[src/rtl/archon_debug_trace_buffer.sv]
// Debug trace buffer: watches the CPU debug bus, turns qualifying events
// (flag rising edges, FSM state changes, entropy class changes) into
// timestamped records and queues them in a show-ahead FIFO. A shock event
// can arm a post-trigger window that freezes capture for post-mortem readout.
//
// Output handshake: out_valid is high whenever the FIFO holds at least one
// record and out_data is that head record (combinational). A record is
// consumed on any cycle where out_valid && out_ready; the next record
// appears at the head on the following cycle. out_valid never depends on
// out_ready.
module archon_debug_trace_buffer #(
  parameter int DEPTH     = 16,
  parameter int TS_W      = 16,
  parameter int POST_TRIG = 8
) (
  input  logic                      clk,
  input  logic                      reset,
  input  logic                      enable,
  input  logic [6:0]                event_mask,
  input  logic                      trigger_enable,
  input  logic                      clear_freeze,
  input  logic [3:0]                cpu_debug_pc,
  input  logic [2:0]                cpu_debug_instr_type,
  input  logic [7:0]                cpu_debug_entropy_log,
  input  logic [1:0]                cpu_debug_fsm_state,
  input  logic [1:0]                cpu_debug_classified_entropy,
  input  logic                      cpu_debug_stall,
  input  logic                      cpu_debug_flush,
  input  logic                      cpu_debug_lock,
  input  logic                      cpu_debug_hazard_flag,
  input  logic                      cpu_debug_shock_detected,
  output logic                      out_valid,
  input  logic                      out_ready,
  output logic [TS_W+30:0]          out_data,
  output logic [$clog2(DEPTH):0]    fill_level,
  output logic [7:0]                overflow_count,
  output logic                      frozen
);

  localparam int AW    = $clog2(DEPTH);
  localparam int REC_W = TS_W + 31;

  localparam logic [AW:0] CNT_ONE  = (AW+1)'(1);
  localparam logic [AW:0] CNT_FULL = (AW+1)'(DEPTH);
  localparam logic [AW-1:0] PTR_ONE = AW'(1);
  localparam logic [7:0] POST_LAST = 8'(POST_TRIG);

  typedef enum logic [1:0] {
    ST_ARMED  = 2'd0,
    ST_POST   = 2'd1,
    ST_FROZEN = 2'd2
  } trig_state_t;

  trig_state_t trig_state, trig_state_next;
  logic [7:0]  post_cnt, post_cnt_next;

  logic [TS_W-1:0] timestamp;

  logic       prev_stall, prev_flush, prev_lock, prev_hazard, prev_shock;
  logic [1:0] prev_fsm_state, prev_classified;

  logic [REC_W-1:0] mem [DEPTH];
  logic [AW-1:0]    wr_ptr, rd_ptr;
  logic [AW:0]      count;

  logic [6:0]       cause, qual;
  logic             event_valid, full, pop, push, drop;
  logic [REC_W-1:0] record;

  // Each cause compares the current bus against last cycle's sample.
  assign cause = {
    cpu_debug_classified_entropy != prev_classified,
    cpu_debug_fsm_state != prev_fsm_state,
    cpu_debug_shock_detected & ~prev_shock,
    cpu_debug_hazard_flag & ~prev_hazard,
    cpu_debug_lock & ~prev_lock,
    cpu_debug_flush & ~prev_flush,
    cpu_debug_stall & ~prev_stall
  };
  assign qual = cause & event_mask;

  assign event_valid = enable && (qual != 7'd0) && (trig_state != ST_FROZEN);
  assign full        = (count == CNT_FULL);
  assign pop         = out_valid && out_ready;
  // A full FIFO still accepts when the head leaves in the same cycle.
  assign push        = event_valid && (!full || pop);
  assign drop        = event_valid && full && !pop;

  assign record = {
    timestamp, qual, cpu_debug_pc, cpu_debug_fsm_state,
    cpu_debug_classified_entropy, cpu_debug_entropy_log,
    cpu_debug_instr_type, cpu_debug_stall, cpu_debug_flush,
    cpu_debug_lock, cpu_debug_hazard_flag, cpu_debug_shock_detected
  };

  assign out_valid  = (count != '0);
  assign out_data   = out_valid ? mem[rd_ptr] : '0;
  assign fill_level = count;
  assign frozen     = (trig_state == ST_FROZEN);

  // Previous-sample registers track the bus every cycle, even when disabled.
  always_ff @(posedge clk) begin
    if (reset) begin
      prev_stall      <= 1'b0;
      prev_flush      <= 1'b0;
      prev_lock       <= 1'b0;
      prev_hazard     <= 1'b0;
      prev_shock      <= 1'b0;
      prev_fsm_state  <= 2'd0;
      prev_classified <= 2'd0;
    end else begin
      prev_stall      <= cpu_debug_stall;
      prev_flush      <= cpu_debug_flush;
      prev_lock       <= cpu_debug_lock;
      prev_hazard     <= cpu_debug_hazard_flag;
      prev_shock      <= cpu_debug_shock_detected;
      prev_fsm_state  <= cpu_debug_fsm_state;
      prev_classified <= cpu_debug_classified_entropy;
    end
  end

  // Free-running timestamp, advanced only while capture is enabled.
  always_ff @(posedge clk) begin
    if (reset) timestamp <= '0;
    else if (enable) timestamp <= timestamp + TS_W'(1);
  end

  // Record storage; stale contents are unreachable once pointers reset.
  always_ff @(posedge clk) begin
    if (push) mem[wr_ptr] <= record;
  end

  // FIFO pointers and occupancy.
  always_ff @(posedge clk) begin
    if (reset) begin
      wr_ptr <= '0;
      rd_ptr <= '0;
      count  <= '0;
    end else begin
      if (push) wr_ptr <= wr_ptr + PTR_ONE;
      if (pop)  rd_ptr <= rd_ptr + PTR_ONE;
      case ({push, pop})
        2'b10:   count <= count + CNT_ONE;
        2'b01:   count <= count - CNT_ONE;
        default: count <= count;
      endcase
    end
  end

  // Saturating count of records lost to a full FIFO.
  always_ff @(posedge clk) begin
    if (reset) overflow_count <= 8'd0;
    else if (drop && overflow_count != 8'hFF) overflow_count <= overflow_count + 8'd1;
  end

  // Trigger FSM state register.
  always_ff @(posedge clk) begin
    if (reset) begin
      trig_state <= ST_ARMED;
      post_cnt   <= 8'd0;
    end else begin
      trig_state <= trig_state_next;
      post_cnt   <= post_cnt_next;
    end
  end

  // Trigger FSM next state: only accepted records advance the window.
  always_comb begin
    trig_state_next = trig_state;
    post_cnt_next   = post_cnt;
    case (trig_state)
      ST_ARMED: begin
        if (push && qual[4] && trigger_enable) begin
          post_cnt_next = 8'd1;
          if (POST_LAST == 8'd1) trig_state_next = ST_FROZEN;
          else trig_state_next = ST_POST;
        end
      end
      ST_POST: begin
        if (push) begin
          post_cnt_next = post_cnt + 8'd1;
          if (post_cnt + 8'd1 == POST_LAST) trig_state_next = ST_FROZEN;
        end
      end
      ST_FROZEN: begin
        if (clear_freeze) trig_state_next = ST_ARMED;
      end
      default: trig_state_next = ST_ARMED;
    endcase
  end

endmodule

[config.mk]
export PLATFORM = sky130hd
export DESIGN_NAME = archon_debug_trace_buffer
export DESIGN_NICKNAME = d
export VERILOG_FILES = /design/src/rtl/archon_debug_trace_buffer.sv
export SDC_FILE = /design/constraint.sdc
export NUM_CORES = 1
export LEC_CHECK = 0
export CELL_PAD_IN_SITES_DETAIL_PLACEMENT = 0
export CELL_PAD_IN_SITES_GLOBAL_PLACEMENT = 1
export CORE_ASPECT_RATIO = 1.25
export CORE_UTILIZATION = 49
export DETAILED_ROUTE_END_ITERATION = 10
export GPL_TIMING_DRIVEN = 0
export MAX_ROUTING_LAYER = met4
export PLACE_DENSITY_LB_ADDON = 0.2
export SLEW_MARGIN = 20
export SYNTH_ARGS = -nofsm -noshare
export SYNTH_HDL_FRONTEND = slang
export SYNTH_SLANG_ARGS = --single-unit
[constraint.sdc]
create_clock -name clk -period 7.4 [get_ports clk]
set_input_delay 2.22 -clock clk [delete_from_list [all_inputs] [get_ports clk]]
set_output_delay 2.22 -clock clk [all_outputs]
set_load 0.02 [all_outputs]
# == Word-level counts from Yosys, hierarchy flattened ==
# Memories as Yosys holds them, arrays and structs flattened. A register that Yosys moved wholly into a read port is not among the register bits.
# Index checks and enable logic that the tools add are counted.
# Widths: inputs -> output; s select.
# totals
mem_bits_rw,752
in_bits,37
ff_bits,56
elab_cells,80
memories,1
# memory_table
memory,depth,word_bits,read_ports,rd_ports_with_merged_regs,write_ports,line,text
mem,16,47,1,1,1,62,logic [REC_W-1:0] mem [DEPTH];
# classes
n_eq_ne,14
bitwise,11
mux,14
add_sub_neg,7
reduce_logical,19
# ops
cell,n
$mux 47,1
$add 16x1->16 const B,1
$add 8x1->8 const B,2
$mux 8,2
$pmux 8 s2,1
$ne 2x2->1 const B,5
$pmux 5 s2,1
$logic_and 1x1->1,9
$add 4x1->4 const B,2
$eq 8x4->1 const B,1
$mux 2,4
$mux 4,2
$ne 8x8->1 const B,1
$and 7x7->7,1
$reduce_bool 7->1,1
$pmux 2 s3,1
$add 5x1->5 const B,1
$and 1x1->1,5
$eq 5x5->1 const B,1
$not 1->1,5
$reduce_bool 5->1,1
$sub 5x1->5 const B,1
$eq 2x1->1 const B,2
$eq 2x2->1 const B,2
8 further kinds,12

# == Longest topological paths before layout ==
# depth
ltp_word,11
ltp_mapped,11
ltp_nobuf,10

# == Least setup slack after synthesis ==
# OpenSTA, ideal clock, no wires.
# synth_path
path_kind,input to register
start,input port cpu_debug_fsm_state[0]
end,"memory mem[2][0] in the netlist's numbering, enable pin"
setup_time_ns,0.510
cell_stages,8
setup_slack_ns,-0.261
n_path_buf,2
arrival_time_ns,7.151
t_required_ns,6.890
cell_sequence,xnor2_1 > a21boi_0 > o41a_1 > buf_6 > and2_4 > buf_6 > nand2_1 > nor3_1
# synth_between
elab_chain_len,8
# synth_lines
element,line,text
"start, declared",25,"input logic [1:0] cpu_debug_fsm_state,"
$ne 2x2->1,73,"cpu_debug_fsm_state != prev_fsm_state,"
$and 7x7->7,80,assign qual = cause & event_mask;
via qual[5],66,"logic [6:0] cause, qual;"
$reduce_bool 7->1,82,assign event_valid = enable && (qual != 7'd0) && (trig_state != ST_FROZEN);
$logic_and 1x1->1 (2 in a row),82,
$logic_and 1x1->1,86,assign push = event_valid && (!full || pop);
$mux 1,130,if (push) mem[wr_ptr] <= record;
$mux 1 (not written as such),130,
"end, declared",62,
# The timed path passes the listed nets, and every way through them passes these cells.

==> metrics <==
status completed; Max FO, Critical Path 10; Synth Cell Area between 30000 and 40000 um^2; number of top-level pins 99; fin nets between 1500 and 2000; Critical Path AT roughly 4.6 ns; clk slew on worst S/H paths around 0.06 ns; Slew Limit Fails 0; min Tclk post-route 6.82 ns; ANT nets after route 0; Hold Path Origin overflow_count[7]; Worst Hold End overflow_count[7]; PD cells about 320 nW/um^2; RSZ-0062 raised after global routing false; Global Route Usage Sum a little under a quarter; Routed WL per cell ~28 um; layout cells sized above 1 between 20% and 30%; CTS max path bufs 3; period utilization 92.1%; # diodes 0; Slew HR a little under a third; FMAX around 150 MHz; RePlAce Congestion 0.741; Critical Path RT slightly above 5 ns; first-pass GRT wire length around 110 mm; vias per cell between 5 and 6; HP Class flip-flop to flip-flop; TritonCTS buffer count 77; Syn Nets 1469; # clock sinks slightly above 800; Yosys cell types just under 50; register-to-register setup slack 3.62 ns; Post-synth EDFFs 752; largest vdd supply drop roughly 0.22 mV; Die ar. 64900 um^2; Yosys top cell by area edfxtp_1; hold path cells 2; H-tree levels 3; detailed-route DRC error count 0; Row Count 103; Cells after Synth 1420; initial core utilization 49.6%; largest net degree at the start of global routing 21; clock skew 0.0264 ns; max cap viols 0; multi-input logic area roughly 7300 um^2; Worst Setup Path Type flip-flop to output pin; most instantiated cells after synthesis edfxtp_1 (752), mux4_2 (235), dfxtp_1 (60), nor2_1 (57), and2_1 (49); Reg2Reg Launch Point prev_shock; Synth top area share 72.1%; clk_lat worst skew ~0.62 ns; port bufs 97; CTS tree yes; Vias 15005; synthesized flop and latch total slightly above 800; crit path launch type flip-flop; Filler cells around 4600; vias in the first global route between 15000 and 20000; Root Driver clkbuf_16; leakage 0.0113 uW; mean post-synth cell area 22.1 um^2; initial DRC count around 1300; FF/Latch Area 23800 um^2; worst r2r dst mem[4][8]; core area between 60000 and 70000 um^2; die width between 200 and 250 um; Routed WL roughly 70 mm; Fin. Hold Viols 0; CP endpoint kind output pin; Tightest Pin Transition around 1.0 ns; Die Y 285 um; GRT overflow 0; final setup fails 0; post-CTS sizing 0; initial antenna violation count 0; drt pass-1 iters 5; post-layout util between 50% and 60%; Final HPWL DP between 40 and 50 mm; top cells by area, synth edfxtp_1 (72%), mux4_2 (17%), dfxtp_1 (3.8%), and2_1 (0.98%), nor2_1 (0.68%); R2R depth 10; post-route design area 36900 um^2; PnR Total Power about 12000 uW; Synth Flop Type edfxtp_1; asr flop ratio synth 0%; most frequent cell after synthesis edfxtp_1; Seq/Total Area, Yosys 75.9%; Post-CTS Setup Bufs 0; hold buffers post-CTS 0; synth-to-layout area growth 17.8%; yosys warns 0; placed inst area roughly 34000 um^2
-- layout by cell type, fill, tap and decap left out, types with 14 or more instances in the layout --
| cell type | synthesis | routed |
|---|---|---|
| clkinv_2 | 0 | 17 |
| clkdlybuf4s50_1 | 0 | 97 |
| dfxtp_1 | 60 | 60 |
| nand3_1 | 14 | 14 |
| buf_12 | 0 | 15 |
| xor2_1 | 17 | 17 |
| mux4_2 | 235 | 235 |
| buf_16 | 0 | 15 |
| nand2_1 | 26 | 26 |
| clkbuf_16 | 0 | 79 |
| nor2_1 | 57 | 44 |
| buf_2 | 18 | 18 |
| edfxtp_1 | 752 | 752 |
| clkbuf_1 | 44 | 63 |
| and2_1 | 49 | 49 |
-- cell families after synthesis --
group,after synthesis,synth area share (%)
multiplexers,245,17.3
AND/OR/NAND/NOR,199,3.33
flip-flops,812,75.9
AO/OA/AOI/OAI,45,1.09
buffers and inverters,79,1.09
XOR/XNOR,28,0.783
adder cells (fa/ha/maj),12,0.503
-- metrics by stage --
step                hold slack, ns  setup WS [ns]   TNS, ns  instances
finish                       0.523          0.581         0       2544
global route                 0.572          0.505         0       2544
CTS                          0.524          0.532         0       2544
detailed placement           0.511          0.179         0       2408
global placement             0.513          -3.56  -2382.41       2357
floorplan                    0.485          0.999         0       1420
-- worst max-delay path: stages (launching register included) --
cell and delay, ns:
dfxtp_1 0.31, clkbuf_1 0.51, clkbuf_1 0.66, clkbuf_1 0.80, mux4_2 0.42, mux4_2 0.48
and2_1 0.23, clkdlybuf4s50_1 0.57
-- worst max-delay path by stage --
| stage | start | to | cells past startpoint |
|---|---|---|---|
| 2_1_floorplan | cpu_debug_fsm_state[0] | mem[6][0] | 8 |
| 3_3_place_gp | cpu_debug_classified_entropy[0] | mem[14][7] | 9 |
| 4_1_cts | flip-flop | out_data[28] | 7 |
| 3_5_place_dp | cpu_debug_flush | mem[4][9] | 11 |
| 6_report | flip-flop | out_data[28] | 7 |
| 5_1_grt | flip-flop | out_data[37] | 7 |
-- cell type report --
| cell class | count | share of cell area (%) |
|---|---|---|
| sequential | 812 | 64.5 |
| timing repair buffer | 148 | 5.32 |
| buffer | 71 | 0.851 |
| clock inverter | 35 | 0.946 |
| tap | 840 | 2.85 |
| clock buffer | 101 | 5.64 |
| inverter | 8 | 0.0814 |
| multi-input combinational | 529 | 19.9 |
-- layer usage --
| layer | routed length [um] | vias up | global-route usage (%) |
|---|---|---|---|
| met2 | 37200 | 522 | 39.2 |
| met4 | 1480 | 0 | 6.76 |
| met1 | 29200 | 8017 | 30.4 |
| li1 | - | 6360 | - |
| met5 | 0 | - | - |
| met3 | 3770 | 106 | 2.78 |
-- registers in the layout, indices dropped and copies added (netlist names), 4 cells and up, named ones only --
name	count
mem	752
fill_level	5
post_cnt	8
rd_ptr	4
timestamp	16
wr_ptr	4
overflow_count	8
-- power breakdown --
| part | total [uW] | internal (uW) | switching (uW) |
|---|---|---|---|
| Clock | 3860 | 2220 | 1640 |
| Combinational | 2930 | 1390 | 1540 |
| Sequential | 5170 | 5120 | 48.0 |
(Power assumes the default switching activity.)
